File: src/rtl/clkmgr_root_ctrl_pkg.sv
// Shared types for the multi-channel root clock controller: multi-bit scan encoding,
// per-channel FSM state encoding and counter sizing.
package clkmgr_root_ctrl_pkg;

  typedef logic [3:0] mubi4_t;

  localparam mubi4_t MuBi4True  = 4'hA;
  localparam mubi4_t MuBi4False = 4'h5;

  localparam int GateCntW = 16;

  // Every state pair differs in at least two bits, so one upset cannot yield another legal state
  typedef enum logic [3:0] {
    RootOff      = 4'b1001,
    RootArm      = 4'b1110,
    RootOn       = 4'b0111,
    RootIdleWait = 4'b0000
  } root_chan_state_e;

  function automatic logic mubi4_test_true_strict(mubi4_t val);
    return val == MuBi4True;
  endfunction

  function automatic int cnt_width(int on_cycles, int idle_cycles);
    int max_cycles;
    max_cycles = (on_cycles > idle_cycles) ? on_cycles : idle_cycles;
    return $clog2(max_cycles + 1);
  endfunction

endpackage

File: src/rtl/clkmgr_root_ctrl_multi_if.sv
// Request/status bundle between clkmgr and the root controller.
// Carries gate_cnt_o only when CLKMGR_ROOT_GATE_CNT_EN is defined.
interface clkmgr_root_ctrl_multi_if #(
  parameter int NumChans = 4
);
  import clkmgr_root_ctrl_pkg::*;

  mubi4_t              scanmode_i;
  logic [NumChans-1:0] en_req_i;
  logic [NumChans-1:0] idle_i;
  logic [NumChans-1:0] en_o;
  logic [NumChans-1:0] clk_o;
  logic                busy_o;
`ifdef CLKMGR_ROOT_GATE_CNT_EN
  logic [NumChans-1:0][GateCntW-1:0] gate_cnt_o;
`endif

  modport master (
    output scanmode_i, en_req_i, idle_i,
`ifdef CLKMGR_ROOT_GATE_CNT_EN
    input  gate_cnt_o,
`endif
    input  en_o, clk_o, busy_o
  );

  modport slave (
    input  scanmode_i, en_req_i, idle_i,
`ifdef CLKMGR_ROOT_GATE_CNT_EN
    output gate_cnt_o,
`endif
    output en_o, clk_o, busy_o
  );

endinterface

File: src/rtl/clkmgr_root_chan.sv
// One root clock channel: request synchroniser, on-delay / idle hysteresis FSM and gate.
// Optional Off->Arm transition counter under CLKMGR_ROOT_GATE_CNT_EN.
module clkmgr_root_chan
  import clkmgr_root_ctrl_pkg::*;
#(
  parameter int SyncStages = 2,
  parameter int OnCycles   = 2,
  parameter int IdleCycles = 8
) (
  input  logic clk,
  input  logic rst,
  input  logic scan_on,
  input  logic en_req,
  input  logic idle,
  output logic en,
  output logic active,
  output logic clk_gated
`ifdef CLKMGR_ROOT_GATE_CNT_EN
  ,
  output logic [GateCntW-1:0] gate_cnt
`endif
);

  localparam int CntW = cnt_width(OnCycles, IdleCycles);
  localparam logic [CntW-1:0] OnLast   = CntW'(OnCycles - 1);
  localparam logic [CntW-1:0] IdleLast = CntW'(IdleCycles - 1);

  logic [SyncStages-1:0] sync_q;
  logic                  req_s;
  root_chan_state_e      state;
  logic [CntW-1:0]       cnt;
  logic                  gate_en;

  always_ff @(posedge clk) begin
    if (rst) sync_q <= '0;
    else     sync_q <= {sync_q[SyncStages-2:0], en_req};
  end

  assign req_s = sync_q[SyncStages-1];

  // The counter is zeroed on every transition so each state starts counting from scratch
  always_ff @(posedge clk) begin
    if (rst) begin
      state <= RootOff;
      cnt   <= '0;
      en    <= 1'b0;
    end else begin
      en <= (state == RootOn) || (state == RootIdleWait);
      case (state)
        RootOff: begin
          if (req_s) begin
            state <= RootArm;
            cnt   <= '0;
          end
        end
        RootArm: begin
          if (!req_s) begin
            state <= RootIdleWait;
            cnt   <= '0;
          end else if (cnt == OnLast) begin
            state <= RootOn;
            cnt   <= '0;
          end else begin
            cnt <= cnt + 1'b1;
          end
        end
        RootOn: begin
          if (!req_s) begin
            state <= RootIdleWait;
            cnt   <= '0;
          end
        end
        RootIdleWait: begin
          if (req_s) begin
            state <= RootOn;
            cnt   <= '0;
          end else if (!idle) begin
            cnt <= '0;
          end else if (cnt == IdleLast) begin
            state <= RootOff;
            cnt   <= '0;
          end else begin
            cnt <= cnt + 1'b1;
          end
        end
        default: begin
          state <= RootOff;
          cnt   <= '0;
        end
      endcase
    end
  end

  assign active  = (state == RootArm) || (state == RootIdleWait);
  assign gate_en = (state != RootOff) || scan_on;

  prim_clock_gating u_gate (
    .clk_i     (clk),
    .en_i      (gate_en),
    .test_en_i (scan_on),
    .clk_o     (clk_gated)
  );

`ifdef CLKMGR_ROOT_GATE_CNT_EN
  always_ff @(posedge clk) begin
    if (rst) begin
      gate_cnt <= '0;
    end else if ((state == RootOff) && req_s && (gate_cnt != '1)) begin
      gate_cnt <= gate_cnt + 1'b1;
    end
  end
`endif

endmodule

File: src/rtl/prim_clock_gating.sv
// Glitch-free latch-based clock gate; enable is captured while the clock is low.
module prim_clock_gating (
  input  logic clk_i,
  input  logic en_i,
  input  logic test_en_i,
  output logic clk_o
);

  logic en_latch;

  always_latch begin
    if (!clk_i) en_latch = en_i | test_en_i;
  end

  assign clk_o = clk_i & en_latch;

endmodule

File: src/rtl/clkmgr_root_ctrl_multi.sv
// Multi-channel root clock controller: NumChans gated roots from one source clock.
// Define CLKMGR_ROOT_GATE_CNT_EN to expose per-channel gate-on event counters.
module clkmgr_root_ctrl_multi
  import clkmgr_root_ctrl_pkg::*;
#(
  parameter int NumChans   = 4,
  parameter int SyncStages = 2,
  parameter int OnCycles   = 2,
  parameter int IdleCycles = 8
) (
  input  logic clk_i,
  input  logic rst_i,
  clkmgr_root_ctrl_multi_if.slave bus
);

  mubi4_t              scan_q;
  logic                scan_on;
  logic [NumChans-1:0] en_vec;
  logic [NumChans-1:0] active_vec;
  logic [NumChans-1:0] clk_vec;
  logic                busy_q;

  // Only the strict true pattern opens the gates; corrupted encodings read as functional mode
  always_ff @(posedge clk_i) begin
    if (rst_i) scan_q <= MuBi4False;
    else       scan_q <= bus.scanmode_i;
  end

  assign scan_on = mubi4_test_true_strict(scan_q);

  for (genvar k = 0; k < NumChans; k++) begin : g_chan
    clkmgr_root_chan #(
      .SyncStages (SyncStages),
      .OnCycles   (OnCycles),
      .IdleCycles (IdleCycles)
    ) u_chan (
      .clk       (clk_i),
      .rst       (rst_i),
      .scan_on   (scan_on),
      .en_req    (bus.en_req_i[k]),
      .idle      (bus.idle_i[k]),
      .en        (en_vec[k]),
      .active    (active_vec[k]),
      .clk_gated (clk_vec[k])
`ifdef CLKMGR_ROOT_GATE_CNT_EN
      ,
      .gate_cnt  (bus.gate_cnt_o[k])
`endif
    );
  end

  always_ff @(posedge clk_i) begin
    if (rst_i) busy_q <= 1'b0;
    else       busy_q <= |active_vec;
  end

  assign bus.en_o   = en_vec;
  assign bus.clk_o  = clk_vec;
  assign bus.busy_o = busy_q;

endmodule
File: src/flat_wrapper.sv
// flat-port wrapper written by rule: the top's interface ports become plain ports
module clkmgr_root_ctrl_multi_flat import clkmgr_root_ctrl_pkg::*;
#(
  parameter int NumChans   = 4,
  parameter int SyncStages = 2,
  parameter int OnCycles   = 2,
  parameter int IdleCycles = 8
)
  (clk_i, rst_i, bus_scanmode_i, bus_en_req_i, bus_idle_i, bus_en_o, bus_clk_o, bus_busy_o);
  clkmgr_root_ctrl_multi_if #(.NumChans(NumChans)) bus_i ();
  input  logic clk_i;
  input  logic rst_i;
  input wire logic [$bits(bus_i.scanmode_i)-1:0] bus_scanmode_i;
  input wire logic [$bits(bus_i.en_req_i)-1:0] bus_en_req_i;
  input wire logic [$bits(bus_i.idle_i)-1:0] bus_idle_i;
  output wire logic [$bits(bus_i.en_o)-1:0] bus_en_o;
  output wire logic [$bits(bus_i.clk_o)-1:0] bus_clk_o;
  output wire logic [$bits(bus_i.busy_o)-1:0] bus_busy_o;
  assign bus_i.scanmode_i = bus_scanmode_i;
  assign bus_i.en_req_i = bus_en_req_i;
  assign bus_i.idle_i = bus_idle_i;
  assign bus_en_o = bus_i.en_o;
  assign bus_clk_o = bus_i.clk_o;
  assign bus_busy_o = bus_i.busy_o;
  clkmgr_root_ctrl_multi #(.NumChans(NumChans), .SyncStages(SyncStages), .OnCycles(OnCycles), .IdleCycles(IdleCycles)) u_core (.clk_i(clk_i), .rst_i(rst_i), .bus(bus_i));
endmodule
File: config.mk
export PLATFORM = sky130hd
export DESIGN_NAME = clkmgr_root_ctrl_multi_flat
export DESIGN_NICKNAME = d
export VERILOG_FILES = /design/src/rtl/clkmgr_root_ctrl_pkg.sv /design/src/rtl/clkmgr_root_ctrl_multi_if.sv /design/src/rtl/clkmgr_root_chan.sv /design/src/rtl/prim_clock_gating.sv /design/src/rtl/clkmgr_root_ctrl_multi.sv /design/src/flat_wrapper.sv
export SDC_FILE = /design/constraint.sdc
export NUM_CORES = 1
export LEC_CHECK = 0
export ABC_AREA = 1
export CORE_MARGIN = 4
export CORE_UTILIZATION = 30
export CTS_BUF_LIST = sky130_fd_sc_hd__clkbuf_16
export DETAILED_ROUTE_END_ITERATION = 8
export PLACE_DENSITY = 0.51
export SLEW_MARGIN = 20
export SYNTH_ARGS = -nofsm -noshare
export SYNTH_HDL_FRONTEND = slang
export SYNTH_SLANG_ARGS = --single-unit
File: constraint.sdc
create_clock -name clk_i -period 1.76 [get_ports clk_i]
set_clock_uncertainty 0.2 [all_clocks]
set_input_delay 0.352 -clock clk_i [delete_from_list [all_inputs] [get_ports clk_i]]
set_output_delay 0.352 -clock clk_i [all_outputs]
set_load 0.01 [all_outputs]
# [Word level (Yosys, flattened, before mapping)]
# Cells that the tools add are included.
[totals] ff_bits=49 latchBits=4
[op_classes] add_sub_neg=4 n_eq_ne=45 muxes=64 bitwise_logic=8 reduce_logical=25
[op_table] operator="4-bit 2-to-1 mux" count=52
[op_table] operator="4-bit one-hot mux with 4 select lines" count=8
[op_table] operator="4-bit equality test (second input constant)" count=9
[op_table] operator="3-bit inequality test (second input constant)" count=12
[op_table] operator="4-bit by 3-bit equality test with 1-bit output (second input constant)" count=8
[op_table] operator="5-bit AND reduction" count=4
[op_table] operator="4-bit by 1-bit adder with 4-bit output (second input constant)" count=4
[op_table] operator="4-bit by 1-bit equality test with 1-bit output (second input constant)" count=4
[op_table] operator="4-bit logical NOT" count=4
[op_table] operator="2-bit inequality test (second input constant)" count=8
[op_table] operator="4-bit inequality test (second input constant)" count=4
[op_table] operator="1-bit logical OR" count=12
[op_table] operator="2-bit AND reduction" count=4
[op_table] operator="1-bit bitwise AND" count=4
[op_table] operator="1-bit 2-to-1 mux" count=4
[op_table] operator="1-bit OR" count=4
[op_table] operator="4-bit OR reduction" count=1

# [Longest topological paths before layout]
[depth] depth_word=5 mapped_depth=9 mapped_depth_nobuf=9

# [By module]
# From an unflattened synthesis, not the netlist that was laid out.
[hier_totals] cells_unflattened=436 area_unflattened_um2=2762.6
[by_module_without_submodules] mod="clkmgr_root_chan (u_core.g_chan[0].u_chan ...)" n_inst=3 cells_per_inst=99 area_each_um2=619.3 seq_area_each_um2=200.2
[by_module_without_submodules] mod="clkmgr_root_chan (u_core.g_chan[3].u_chan)" n_inst=1 cells_per_inst=99 area_each_um2=620.6 seq_area_each_um2=200.2
[by_module_without_submodules] mod="clkmgr_root_ctrl_multi" n_inst=1 cells_per_inst=16 area_each_um2=148.9 seq_area_each_um2=100.1
[by_module_without_submodules] mod="prim_clock_gating" n_inst=4 cells_per_inst=6 area_each_um2=33.8 seq_area_each_um2=0.0

==> summary.txt <==
Hold Vio Cnt, Final - 0
Post-Route WL - 6070 microns
Worst R2R Setup Slack - 0 ns
hold buffers post-CTS - 0
Max-Cap Viols - 0
Cell Chain, Critical Path - nand2_2 > inv_2 > buf_6
Async SR Flop Fraction - 0
Area growth, synth to finish - 23.4%
Clock Power Share - 0.358
status - complete, but fails checks
Worst setup SP type - latch
Comb pwr share - 0.333
max incr delay on CP - 0.40 ns
Cell Pwr Density - 1330 nW/um^2
layout cells sized above 1 - 0.130
synth unique cells - 21
syn_area_per_cell - 6.34 sq um
CP top delay family - latches
core area - 8760 sq um
GRT Residual Overflow - 0
Buffers & Inverters on Critical Path - 2
Synth area leaders - dfxtp_1 33%, nand2_1 16%, inv_1 10%
vias in the first global route - 2448
Crit-path slowest cell - dlxtn_2
Psw - 1.63 mW
Leakage - 1.74 nW
total power draw - 4.49 mW
dpl cell area - 3130 sq um
Final ANT Viol Nets - 0
arrival time at the worst endpoint - 1.90 ns
Final TNS setup - -2.77 ns
synthesized area - 2730 sq um
routed vias - 2617
global-route wire length before repair - 10300 microns
Clock Latency Late Sink - 0.39 ns
CTS tree - done
chip width - 103 microns
Mapped Cells - 430
register bit count reported by yosys - 49
die height - 103 microns
1st-iter DRT viols - 101
die area - 10700 sq um
Top FF cell, synth - dfxtp_1
Sw Ratio - 0.362
antenna diode count - 0
Synthesized Nets - 452
final-report max-slew violation count - 0
endpoints failing setup - 8
I/O pin count - 23
critical path capture point type - output pin
Worst-path clk slew - 0.06 ns
commonest cells in the synthesized netlist - 118 x nand2_1, 75 x inv_1, 51 x nand3_1, 50 x nor2_1, 45 x dfxtp_1
wire per inst - 10.5 microns
worst hold path class - flip-flop to flip-flop
initial core utilization - 0.311
design area - 3360 sq um
initial antenna violation count - 0
DRC viols - 0
failing checks - negative setup slack
worst hold path depth - 2
register share of total power - 0.309
Synth Warn # - 0
number of synthesized flops with an enable pin - 0
Placer Congestion - 0.819
Cell Rows - 34
largest net degree at the start of global routing - 15
total stage count of the critical path - 3
peak supply drop - 0.401 mV
Worst Reg2Reg Path Length in Cells - 3
slew at the pin closest to its max-slew limit - 0.290 ns
PnR worst setup slack - -0.697 ns
Synth area leader - dfxtp_1
Place WS - -0.634 ns
Setup Crit Path Kind - latch to output pin
Pre-antenna DRT Iters - 4
Tot GR Track Use - 0.123
I/O Buffers - 22
Slew HR - 0.806
most common cell in the netlist - nand2_1
top-area cell type share of the netlist area - 0.330
Worst EP required - 1.21 ns
Cell Int Power - 2.86 mW
RSZ-0062 raised after global routing - true
final net count - 490
Final HPWL DP - 4550 microns
via-per-instance ratio - 4.54
crit path max fanout - 1
[kinds of logic (layout without fill, tap and decap cells)]
family,Yosys count,count (layout),synth area share
AO/OA/AOI/OAI,26,26,0.0486
adder cells (fa/ha/maj),8,8,0.0367
buffers and inverters,89,128,0.135
flip-flops,45,45,0.330
latches,4,4,0.0220
AND/OR/NAND/NOR,258,258,0.427
[placed cells by master, fill, tap and decap left out, types with 3 or more instances in the layout]
cell type / Yosys / routed
nand2_1: 118 / 117
inv_1: 75 / 76
nand3_1: 51 / 51
nor2_1: 50 / 49
dfxtp_1: 45 / 44
a21oi_1: 18 / 18
buf_4: 9 / 18
nand4_1: 14 / 14
clkdlybuf4s50_1: 0 / 13
nand2_2: 9 / 10
clkbuf_16: 0 / 9
ha_1: 8 / 8
nand3_2: 7 / 7
o21ai_0: 6 / 6
nor2_2: 4 / 5
dlygate4sd2_1: 0 / 5
dlxtn_1: 4 / 3
[state kept, by name (all words and copies together), names as in the netlist]
| signal | count |
|---|---|
| u_core.bus.busy_o | 1 |
| u_core.g_chan.u_chan.cnt | 16 |
| u_core.g_chan.u_chan.en | 4 |
| u_core.g_chan.u_chan.state | 12 |
| u_core.g_chan.u_chan.sync_q | 8 |
| u_core.g_chan.u_chan.u_gate.en_latch | 4 |
| u_core.scan_q | 4 |
[area by class of cell]
class                   count  area (sq um)
inverters                  72           270
clock buffers              13           258
repair buffers             36           309
multi-input cells         292          1400
well taps                 108           135
flip-flops and latches     49           963
fillers                   943          5400
clock inverters             7          26.3
[repair_timing]
action	in CTS	in global routing
resized for setup	23	5
endpoints found under the setup margin	13	11
pin swaps	0	0
buffers inserted	0	0
cloned	0	0
[power groups by stage]
stage	Clock (mW)	Sequential, mW	Combinational, mW
5_1_grt	1.73	1.41	1.73
4_1_cts	1.62	1.38	1.50
3_3_place_gp	0.217	1.40	1.50
6_report	1.61	1.38	1.50
2_1_floorplan	0.228	1.45	1.03
3_5_place_dp	0.217	1.40	1.51
[worst paths after layout]
check,startpoint,to
max,u_core.g_chan[1].u_chan.u_gate.en_latch,bus_clk_o[1]
max reg2reg,u_core.scan_q[0],u_core.g_chan[3].u_chan.u_gate.en_latch
min reg2reg,u_core.g_chan[3].u_chan.sync_q[0],u_core.g_chan[3].u_chan.sync_q[1]
min,u_core.g_chan[3].u_chan.sync_q[0],u_core.g_chan[3].u_chan.sync_q[1]
[per-layer routing]
layer	track usage	routed length, microns
met3	0.0416	260
met4	0.0687	157
met5	0	0
met1	0.154	3000
met2	0.186	2650
[worst reg2reg max path, delay by kind of cell, from the launching register on]
family	cells	cell delay, ns
and+or+nand+nor	3	0.49
DFF	1	0.30
[stage by stage]
step	cells	hold slack, ns	util
5_1_grt	577	0.220	0.384
4_1_cts	577	0.204	0.382
3_5_place_dp	565	0.195	0.358
2_1_floorplan	430	0.188	-
3_3_place_gp	565	0.189	0.358
6_report	577	0.202	0.384
Note: power is estimated with default switching activity, not from simulation.
